--- config.mk ---
export PLATFORM = sky130hd
export DESIGN_NAME = sd_job_sched
export DESIGN_NICKNAME = d
export VERILOG_FILES = /design/src/rtl/sd_sched_pkg.sv /design/src/rtl/sd_rr_arb.sv /design/src/rtl/sd_job_sched.sv
export SDC_FILE = /design/constraint.sdc
export NUM_CORES = 1
export LEC_CHECK = 0
export CAP_MARGIN = 20
export CORE_MARGIN = 8
export CORE_UTILIZATION = 49
export DETAILED_ROUTE_END_ITERATION = 12
export GPL_ROUTABILITY_DRIVEN = 0
export PLACE_DENSITY_LB_ADDON = 0.08
export SYNTH_ARGS = -nofsm -noshare
export SYNTH_HDL_FRONTEND = slang
export SYNTH_SLANG_ARGS = --single-unit
--- constraint.sdc ---
create_clock -name clk -period 2.17 [get_ports clk]
set_clock_uncertainty 0.05 [all_clocks]
set_input_delay 0.217 -clock clk [delete_from_list [all_inputs] [get_ports clk]]
set_output_delay 0.217 -clock clk [all_outputs]
set_load 0.03 [all_outputs]
--- src/rtl/sd_sched_pkg.sv ---
// Shared types and constants for the Sudoku job scheduler.
package sd_sched_pkg;

    typedef enum logic [1:0] {
        ST_IDLE,
        ST_FEED,
        ST_WAIT,
        ST_DRAIN
    } sd_state_e;

    localparam logic [3:0] SD_FAIL_CODE = 4'd10;
    localparam int         SD_CELLS     = 81;
    localparam int         SD_ANS_LEN   = 15;

endpackage

--- src/rtl/sd_rr_arb.sv ---
// Combinational round-robin select: the search starts one past the last
// winner (i_ptr) and wraps, so the previous winner has the lowest priority.
module sd_rr_arb #(
    parameter int NUM_REQ = 2,
    parameter int IW      = 1
) (
    input  logic [NUM_REQ-1:0] i_req,
    input  logic [IW-1:0]      i_ptr,
    output logic [NUM_REQ-1:0] o_win,
    output logic [IW-1:0]      o_idx,
    output logic               o_any
);

    // Walk offsets from farthest to nearest so the nearest requester wins.
    always_comb begin
        o_win = '0;
        o_idx = '0;
        o_any = 1'b0;
        for (int k = NUM_REQ; k >= 1; k--) begin
            for (int j = 0; j < NUM_REQ; j++) begin
                if (j == (int'(i_ptr) + k) % NUM_REQ && i_req[j]) begin
                    o_win    = '0;
                    o_win[j] = 1'b1;
                    o_idx    = IW'(j);
                    o_any    = 1'b1;
                end
            end
        end
    end

endmodule

--- src/rtl/sd_job_sched.sv ---
// Shares one Sudoku solver between NUM_REQ puzzle sources: round-robin
// grant, 81-cell forward, answer/fail burst routed back to the winner.
// Optional build macro SD_SCHED_TIMEOUT_EN adds an answer-wait watchdog
// and a DRAIN state that absorbs the solver's late burst.
module sd_job_sched
    import sd_sched_pkg::*;
#(
    parameter int NUM_REQ = 2,
    parameter int CELLS   = SD_CELLS,
    parameter int ANS_LEN = SD_ANS_LEN,
    parameter int TO_W    = 12
) (
    input  logic                   clk,
    input  logic                   rst_n,
    input  logic [NUM_REQ-1:0]     req,
    output logic [NUM_REQ-1:0]     gnt,
    input  logic [NUM_REQ-1:0]     src_valid,
    input  logic [4*NUM_REQ-1:0]   src_data,
    output logic                   sd_in_valid,
    output logic [3:0]             sd_in,
    input  logic                   sd_out_valid,
    input  logic [3:0]             sd_out,
    output logic [NUM_REQ-1:0]     rsp_valid,
    output logic [3:0]             rsp_data,
    output logic                   rsp_last,
    output logic                   rsp_fail,
    output logic                   busy
);

    localparam int IW = (NUM_REQ > 1) ? $clog2(NUM_REQ) : 1;

    if (NUM_REQ < 2 || TO_W < 2 || CELLS > 127 || ANS_LEN > 15) begin : g_bad_cfg
        $error("sd_job_sched: unsupported parameter set");
    end

    sd_state_e            r_state;
    logic [IW-1:0]        r_g;
    logic [IW-1:0]        r_ptr;
    logic [6:0]           r_cnt;
    logic                 r_started;
    logic                 r_perr;
    logic [3:0]           r_acnt;
    logic [NUM_REQ-1:0]   r_gnt;
    logic                 r_sd_in_valid;
    logic [3:0]           r_sd_in;
    logic [NUM_REQ-1:0]   r_rsp_valid;
    logic [3:0]           r_rsp_data;
    logic                 r_rsp_last;
    logic                 r_rsp_fail;
`ifdef SD_SCHED_TIMEOUT_EN
    logic [TO_W-1:0]      r_to;
    logic                 w_to_fire;
`endif

    logic [NUM_REQ-1:0]   w_win;
    logic [IW-1:0]        w_idx;
    logic                 w_any;
    logic                 w_src_v;
    logic [3:0]           w_src_d;
    logic [NUM_REQ-1:0]   w_g_oh;
    logic                 w_first_fail;
    logic                 w_ans_last;

    sd_rr_arb #(.NUM_REQ(NUM_REQ), .IW(IW)) u_arb (
        .i_req (req),
        .i_ptr (r_ptr),
        .o_win (w_win),
        .o_idx (w_idx),
        .o_any (w_any)
    );

    assign w_src_v      = src_valid[r_g];
    assign w_src_d      = src_data[{r_g, 2'b00} +: 4];
    assign w_g_oh       = NUM_REQ'(1) << r_g;
    // A fail code only means "unsolvable" as the first beat of a burst.
    assign w_first_fail = (r_acnt == 4'd0) && (sd_out == SD_FAIL_CODE);
    assign w_ans_last   = (r_acnt == 4'(ANS_LEN - 1));
`ifdef SD_SCHED_TIMEOUT_EN
    // Fires on the (2**TO_W-1)th empty WAIT cycle, when the counter saturates.
    assign w_to_fire    = (r_to == {{(TO_W-1){1'b1}}, 1'b0});
`endif

    // Job FSM: grant, cell forwarding, response routing; all outputs registered.
    always_ff @(posedge clk or negedge rst_n) begin
        if (!rst_n) begin
            r_state       <= ST_IDLE;
            r_g           <= '0;
            r_ptr         <= '0;
            r_cnt         <= '0;
            r_started     <= 1'b0;
            r_perr        <= 1'b0;
            r_acnt        <= '0;
            r_gnt         <= '0;
            r_sd_in_valid <= 1'b0;
            r_sd_in       <= '0;
            r_rsp_valid   <= '0;
            r_rsp_data    <= '0;
            r_rsp_last    <= 1'b0;
            r_rsp_fail    <= 1'b0;
`ifdef SD_SCHED_TIMEOUT_EN
            r_to          <= '0;
`endif
        end else begin
            // Beat outputs are single-cycle pulses; idle value is zero.
            r_sd_in_valid <= 1'b0;
            r_sd_in       <= '0;
            r_rsp_valid   <= '0;
            r_rsp_data    <= '0;
            r_rsp_last    <= 1'b0;
            r_rsp_fail    <= 1'b0;
            case (r_state)
                ST_IDLE: begin
                    if (w_any) begin
                        r_g       <= w_idx;
                        r_gnt     <= w_win;
                        r_cnt     <= '0;
                        r_started <= 1'b0;
                        r_perr    <= 1'b0;
                        r_acnt    <= '0;
`ifdef SD_SCHED_TIMEOUT_EN
                        r_to      <= '0;
`endif
                        r_state   <= ST_FEED;
                    end
                end
                ST_FEED: begin
                    // Once the frame has started every cycle is a beat;
                    // bubbles are padded with 0 and mark the job as bad.
                    if (r_started || w_src_v) begin
                        r_started     <= 1'b1;
                        r_sd_in_valid <= 1'b1;
                        r_sd_in       <= w_src_v ? w_src_d : 4'd0;
                        if (!w_src_v) r_perr <= 1'b1;
                        r_cnt         <= r_cnt + 7'd1;
                        if (r_cnt == 7'(CELLS - 1)) begin
                            r_gnt   <= '0;
                            r_state <= ST_WAIT;
                        end
                    end
                end
                ST_WAIT: begin
                    if (sd_out_valid) begin
                        r_rsp_valid <= w_g_oh;
                        r_rsp_data  <= sd_out;
                        if (w_first_fail) begin
                            r_rsp_last <= 1'b1;
                            r_rsp_fail <= 1'b1;
                            r_ptr      <= r_g;
                            r_state    <= ST_IDLE;
                        end else begin
                            r_rsp_fail <= r_perr;
                            r_acnt     <= r_acnt + 4'd1;
                            if (w_ans_last) begin
                                r_rsp_last <= 1'b1;
                                r_ptr      <= r_g;
                                r_state    <= ST_IDLE;
                            end
                        end
                    end
`ifdef SD_SCHED_TIMEOUT_EN
                    else if (r_acnt == 4'd0) begin
                        r_to <= r_to + 1'b1;
                        if (w_to_fire) begin
                            r_rsp_valid <= w_g_oh;
                            r_rsp_data  <= SD_FAIL_CODE;
                            r_rsp_last  <= 1'b1;
                            r_rsp_fail  <= 1'b1;
                            r_state     <= ST_DRAIN;
                        end
                    end
`endif
                end
`ifdef SD_SCHED_TIMEOUT_EN
                ST_DRAIN: begin
                    // Absorb the late burst so it cannot leak into the next job.
                    if (sd_out_valid) begin
                        if (w_first_fail || w_ans_last) begin
                            r_ptr   <= r_g;
                            r_state <= ST_IDLE;
                        end else begin
                            r_acnt  <= r_acnt + 4'd1;
                        end
                    end
                end
`endif
                default: r_state <= ST_IDLE;
            endcase
        end
    end

    assign gnt         = r_gnt;
    assign sd_in_valid = r_sd_in_valid;
    assign sd_in       = r_sd_in;
    assign rsp_valid   = r_rsp_valid;
    assign rsp_data    = r_rsp_data;
    assign rsp_last    = r_rsp_last;
    assign rsp_fail    = r_rsp_fail;
    assign busy        = (r_state != ST_IDLE);

endmodule

## After elaboration in Yosys (flattened, before gate mapping)

Cells that the tools add are included.

| word-level totals | value |
|---|---|
| register bits after elaboration | 32 |
| bits in latches | 0 |
| RAM bits | 0 |
| bits in read-only memories | 0 |
| bits of input ports | 19 |
| word-level logic and storage cells | 113 |
| memories | 0 |

| operators by class | value |
|---|---|
| add/subtract/negate cells | 4 |
| multiply operators | 0 |
| divide/modulo/power cells | 0 |
| order comparisons | 1 |
| equal/unequal tests | 14 |
| shift operators | 2 |
| muxes and demuxes | 55 |
| bitwise operators | 2 |
| reductions and logical operators | 21 |

Operator list:

| kind | number |
|---|---|
| $logic_not 32->1 | 2 |
| $mux 4 | 8 |
| $mux 2 | 14 |
| $mux 1 | 25 |
| $mux 7 | 2 |
| $pmux 7 s2 | 1 |
| $reduce_and 4->1 | 3 |
| $ne 2x2->1 const B | 5 |
| $eq 4x4->1 const B | 2 |
| $pmux 4 s2 | 1 |
| $reduce_bool 2->1 | 4 |
| $shiftx 8x4->4 | 1 |
| $add 7x1->7 const B | 1 |
| $eq 7x7->1 const B | 1 |
| $pmux 2 s3 | 1 |
| $reduce_and 3->1 | 2 |
| $logic_and 1x1->1 | 5 |
| $reduce_and 5->1 | 1 |
| $add 4x1->4 const B | 1 |
| $eq 2x2->1 const A | 2 |
| $logic_not 4->1 | 1 |
| $pmux 1 s2 | 2 |
| $pmux 2 s2 | 1 |
| $ne 3x3->1 const B | 1 |
| other kinds (10) | 12 |

## Longest topological paths before layout

| depth | value |
|---|---|
| depth in word-level cells | 10 |
| mapped depth | 7 |
| gate-level depth less buffers | 6 |

## By module

Synthesis repeated with hierarchy kept, for this count alone.

| unflattened totals | value |
|---|---|
| cell total of the unflattened synthesis | 148 |
| area, all modules | 1581.5 sq um |

Modules (own cells, without submodules):

| module | times used | cells each | area each (sq um) | sequential area each (sq um) |
|---|---|---|---|---|
| sd_job_sched | 1 | 143 | 1549.0 | 800.8 |
| sd_rr_arb | 1 | 5 | 32.5 | 0.0 |

## Worst setup path after synthesis

OpenSTA, ideal clock, no wires.

| path | value |
|---|---|
| kind | register to register |
| from | reg r_state[0] |
| to | reg r_acnt[0] |
| arrival | 1.434 ns |
| setup slack | 0.562 ns |
| stages on the path, launching flop included | 6 |
| path buffers | 0 |
| cell sequence | dfrtp_1 -> nor2_2 -> inv_1 -> nor2_4 -> o21ai_1 -> mux2_2 |

| on the way | value |
|---|---|
| word-level cells in the longest chain between the ends | 3 |
| elaborated cells on any way between the ends | 8 |
| those cells by class | 4 x eq/ne; 1 x mux; 3 x reduce/logical |

Ends and longest elaborated chain:

| what | RTL line | text |
|---|---|---|
| start, declared | sd_job_sched.sv:36 | `sd_state_e r_state;` |
| start signal, assigned | sd_job_sched.sv:86 | `r_state <= ST_IDLE;` |
| start signal, assigned | sd_job_sched.sv:123 | `r_state <= ST_FEED;` |
| start signal, assigned | sd_job_sched.sv:137 | `r_state <= ST_WAIT;` |
| $eq 2x2->1 or $logic_not 2->1 (tied branches) | sd_job_sched.sv:111 | `case (r_state)` |
| $ne 2x2->1 (no line) (tied with other cells) | -- |  |
| $reduce_and 4->1 (no line) | -- |  |
| end signal, assigned | sd_job_sched.sv:152 | `r_acnt <= r_acnt + 4'd1;` |
| end, declared | sd_job_sched.sv:42 | `logic [3:0] r_acnt;` |

Parallel ways exist; a longest one is shown, timed or not.
A chain may end at the register's enable or synchronous reset.

## Worst setup path after layout

| path | value |
|---|---|
| from | reg r_state[0] |
| to | out busy |

| on the way | value |
|---|---|
| word-level cells in the longest chain between the ends | 1 |

Ends and longest elaborated chain:

| what | RTL line | text |
|---|---|---|
| $reduce_bool 2->1 | sd_job_sched.sv:198 | `assign busy = (r_state != ST_IDLE);` |
| end, declared | sd_job_sched.sv:27 | `output logic busy` |

Every way passes these cells.

==> qor.log <==
INFO  floorplanning  initial_utilization=0.507
INFO  grt            grt_first_pass_wirelength=5760microns
INFO  setup_path     reg2reg_to=r_cnt[3]
INFO  setup_path     timing.critical_path.required=1900ps
INFO  hold_path      worst_hold_path_type=in2async
INFO  yosys          synth.area.top_cells=sky130_fd_sc_hd__dfrtp_1 (52%), sky130_fd_sc_hd__mux2i_1 (5.9%), sky130_fd_sc_hd__ha_1 (4.1%)
INFO  setup_path     critPathCaptureType=output port
INFO  detailed_routing drc=0
INFO  sta            final_hold_viol_count=0
INFO  grt            antenna_found_initial=0
INFO  sta            slew-limit-headroom=0.725
INFO  detailed_routing drtIter0Drc=46
INFO  yosys          synth_nets=160
INFO  setup_path     critical_path.slowest_cell=sky130_fd_sc_hd__clkdlybuf4s50_1
INFO  power          pwr-share-clk=0.182
INFO  status         status=finished clean
INFO  sta            drv_slew=0
INFO  place          port_buffers=34
INFO  clock_tree     cts-htree-levels=2
INFO  yosys          synthTopCellsByCount=sky130_fd_sc_hd__dfrtp_1 (32), sky130_fd_sc_hd__nand2_1 (11), sky130_fd_sc_hd__inv_1 (9), sky130_fd_sc_hd__mux2i_1 (9), sky130_fd_sc_hd__nor2_1 (8)
INFO  yosys          synth_top_family_by_area=simple AND/OR/NAND/NOR gates
INFO  clock_tree     cts_hold_buf=0
INFO  grt            via_count_of_the_first_global_routing_pass=1203
INFO  yosys          avgSynthCellArea=11.3squm
INFO  clock_tree     tritoncts_clock_tree=done
INFO  detailed_routing finalWirelength=3360microns
INFO  detailed_routing drt_first_pass_iters=4
INFO  run            maximum_capacitance_violations=0
INFO  grt            pin_count_of_the_biggest_net_entering_global_routing=33
INFO  cells_and_area diodes=0
INFO  place          placedInstanceArea=1930squm
INFO  sta            min_period_over_period=0.927
INFO  yosys          seq_cells_post_synth=32
INFO  sta            report.final.setup_viol=0
INFO  power          leakage=0.937nW
INFO  cells_and_area seq_area=801squm
INFO  floorplanning  boundaryPins=35
INFO  clock_tree     postCtsSetupBuffers=0
INFO  setup_path     start_kind=register
INFO  sta            tightestPinTransition=410ps
INFO  yosys          synth_top_area_frac=0.522
INFO  clock_tree     clock-root-buffer=sky130_fd_sc_hd__clkbuf_4
INFO  detailed_routing detail_route.wl_per_cell=15.1microns
INFO  setup_path     critical_path_class=reg2out
INFO  power          power.switching=0.000716W
INFO  clock_tree     cts.clk_slew.worst_paths=100ps
INFO  cells_and_area design_area=1990squm
INFO  yosys          synth_seq_area_share=0.522
INFO  cells_and_area layout.core_utilization=0.657
INFO  sta            achievable-frequency=497MHz
INFO  floorplanning  design.core.area=3030squm
INFO  clock_tree     clock_tree.buffer_depth=2
INFO  floorplanning  floorplan.die_area=5180squm
INFO  power          peakVddDrop=0.752mV
INFO  detailed_routing drt-vias-per-instance=5.13
INFO  setup_path     path_max_fanout=6
INFO  clock_tree     cts_resizes=0
INFO  sta            grt_setup_unrepaired=false
INFO  power          p_seq_frac=0.429
INFO  sta            min_period=2010ps
INFO  yosys          synth-simple-area-share=0.160
INFO  yosys          synthCells=136
INFO  cells_and_area layout-drive-gt1-share=0.128
INFO  power          power.density=979nW/um^2
INFO  setup_path     crit_arrival=1740ps
INFO  yosys          synth_compound_area_frac=0.125
INFO  power          netSwitchingFraction=0.367
INFO  yosys          synth_xor_area_frac=0
INFO  power          combPwrFrac=0.389
INFO  floorplanning  fp.dieW=72.0microns
INFO  setup_path     critical_path.cell_chain=nor2_2 > inv_1 > clkdlybuf4s50_1
INFO  yosys          synthDistinctLibCells=37
INFO  detailed_routing ant_nets=0
INFO  clock_tree     number_of_buffers_created_by_cts=5
INFO  yosys          netlist_area=1530squm
INFO  cells_and_area synthToLayoutAreaGrowth=29.8%
INFO  cells_and_area filler_instances=261
INFO  clock_tree     worst_skew_pair.late_latency=330ps
INFO  sta            setup_total_negative_slack=0ps
INFO  setup_path     regToRegSetupSlack=460ps
INFO  grt            grt_remaining_overflow=0
INFO  yosys          yosys.cell_count.top_type=sky130_fd_sc_hd__dfrtp_1
INFO  yosys          synth.yosys.warnings=0
INFO  floorplanning  die_height=72.0microns
INFO  yosys          synth_top_cell_by_area=sky130_fd_sc_hd__dfrtp_1
INFO  yosys          ys_dominant_reg_cell=sky130_fd_sc_hd__dfrtp_1
INFO  setup_path     worstReg2RegStart=r_state[0]
INFO  yosys          async_flop_share=1.00
INFO  grt            grt_use_total=0.145
INFO  yosys          synth-adder-area-share=0.0408
INFO  power          power_report.internal_total=0.00123W
INFO  place          dp_hpwl=2540microns
INFO  yosys          synth_enable_flop_cells=0
INFO  setup_path     worst-r2r-cell-count=5
INFO  clock_tree     clkSinkCount=32
INFO  detailed_routing routed-via-count=1143
INFO  power          p_total=0.00195W
INFO  yosys          synthMuxAreaShare=0.110
INFO  setup_path     worst_path_max_stage_delay=610ps
INFO  cells_and_area multi_input_comb_area=668squm
INFO  cells_and_area layout.nets=202
INFO  floorplanning  placementRows=20
==> layer usage <==
metal  track usage  vias up  share of wire
li1              -      560              -
met1         0.157      545           0.43
met2         0.237       32           0.48
met3        0.0647        6          0.077
met4        0.0680        0          0.017
met5             0        -              0
==> metrics by stage <==
stage,hold WS (ps),cells,setup WS (ps)
2_1_floorplan,-129,136,562
3_3_place_gp,421,215,318
3_5_place_dp,438,215,320
4_1_cts,229,223,148
5_1_grt,250,223,59.2
6_report,225,223,158
==> power groups by stage <==
stage | Clock, W | Combinational, W | Sequential [W]
4_1_cts | 0.000366 | 0.000766 | 0.000835
3_3_place_gp | 0 | 0.000739 | 0.000834
5_1_grt | 0.000396 | 0.000838 | 0.000855
2_1_floorplan | 0 | 0.000437 | 0.000916
3_5_place_dp | 0 | 0.000761 | 0.000847
6_report | 0.000354 | 0.000758 | 0.000837
==> area by class of cell <==
| type | instances | share of cell area |
|---|---|---|
| clock buffer | 8 | 0.0295 |
| inverter | 10 | 0.0189 |
| multi-input combinational | 91 | 0.336 |
| sequential | 32 | 0.402 |
| tap | 44 | 0.0277 |
| timing repair buffer | 38 | 0.186 |
==> registers in the layout (all words and copies together) (netlist names), 2 cells and up <==
| register | count |
|---|---|
| r_state | 2 |
| rsp_valid | 2 |
| r_acnt | 4 |
| sd_in | 4 |
| rsp_data | 4 |
| gnt | 2 |
| r_cnt | 7 |
==> placed cells by master, fill, tap and decap left out, drive strengths merged, types with 5 or more instances in the layout <==
| cell | Yosys | routed |
|---|---|---|
| clkdlybuf4s50 | 0 | 34 |
| dfrtp | 32 | 32 |
| nand2 | 11 | 11 |
| inv | 10 | 10 |
| nor2 | 10 | 10 |
| mux2i | 9 | 9 |
| a21oi | 8 | 8 |
| clkbuf | 0 | 8 |
| and3 | 7 | 7 |
| o21ai | 6 | 6 |
| mux2 | 6 | 6 |
| ha | 5 | 5 |
==> worst max path at each step <==
stage                  from   endpoint  slack [ps]  depth (start not counted)
2_1_floorplan    r_state[0]  r_acnt[0]         560                          5
3_3_place_gp      sd_out[1]  r_acnt[0]         320                          5
3_5_place_dp   src_valid[0]   r_cnt[3]         320                          6
4_1_cts          r_state[0]       busy         150                          3
5_1_grt          r_state[0]       busy          60                          3
6_report         r_state[0]       busy         160                          3
==> worst max-delay path: cells and delay by family (launching register included) <==
kind / cells / cell delay, ps
flip-flops: 1 / 430
AND/OR/NAND/NOR: 1 / 250
buffers and inverters: 2 / 740
==> kinds of logic after synthesis <==
| family | after synthesis |
|---|---|
| AND/OR/NAND/NOR | 46 |
| flip-flops | 32 |
| AO/OA/AOI/OAI | 25 |
| multiplexers | 15 |
| buffers and inverters | 13 |
| adder cells (fa/ha/maj) | 5 |
(Power assumes the default switching activity.)
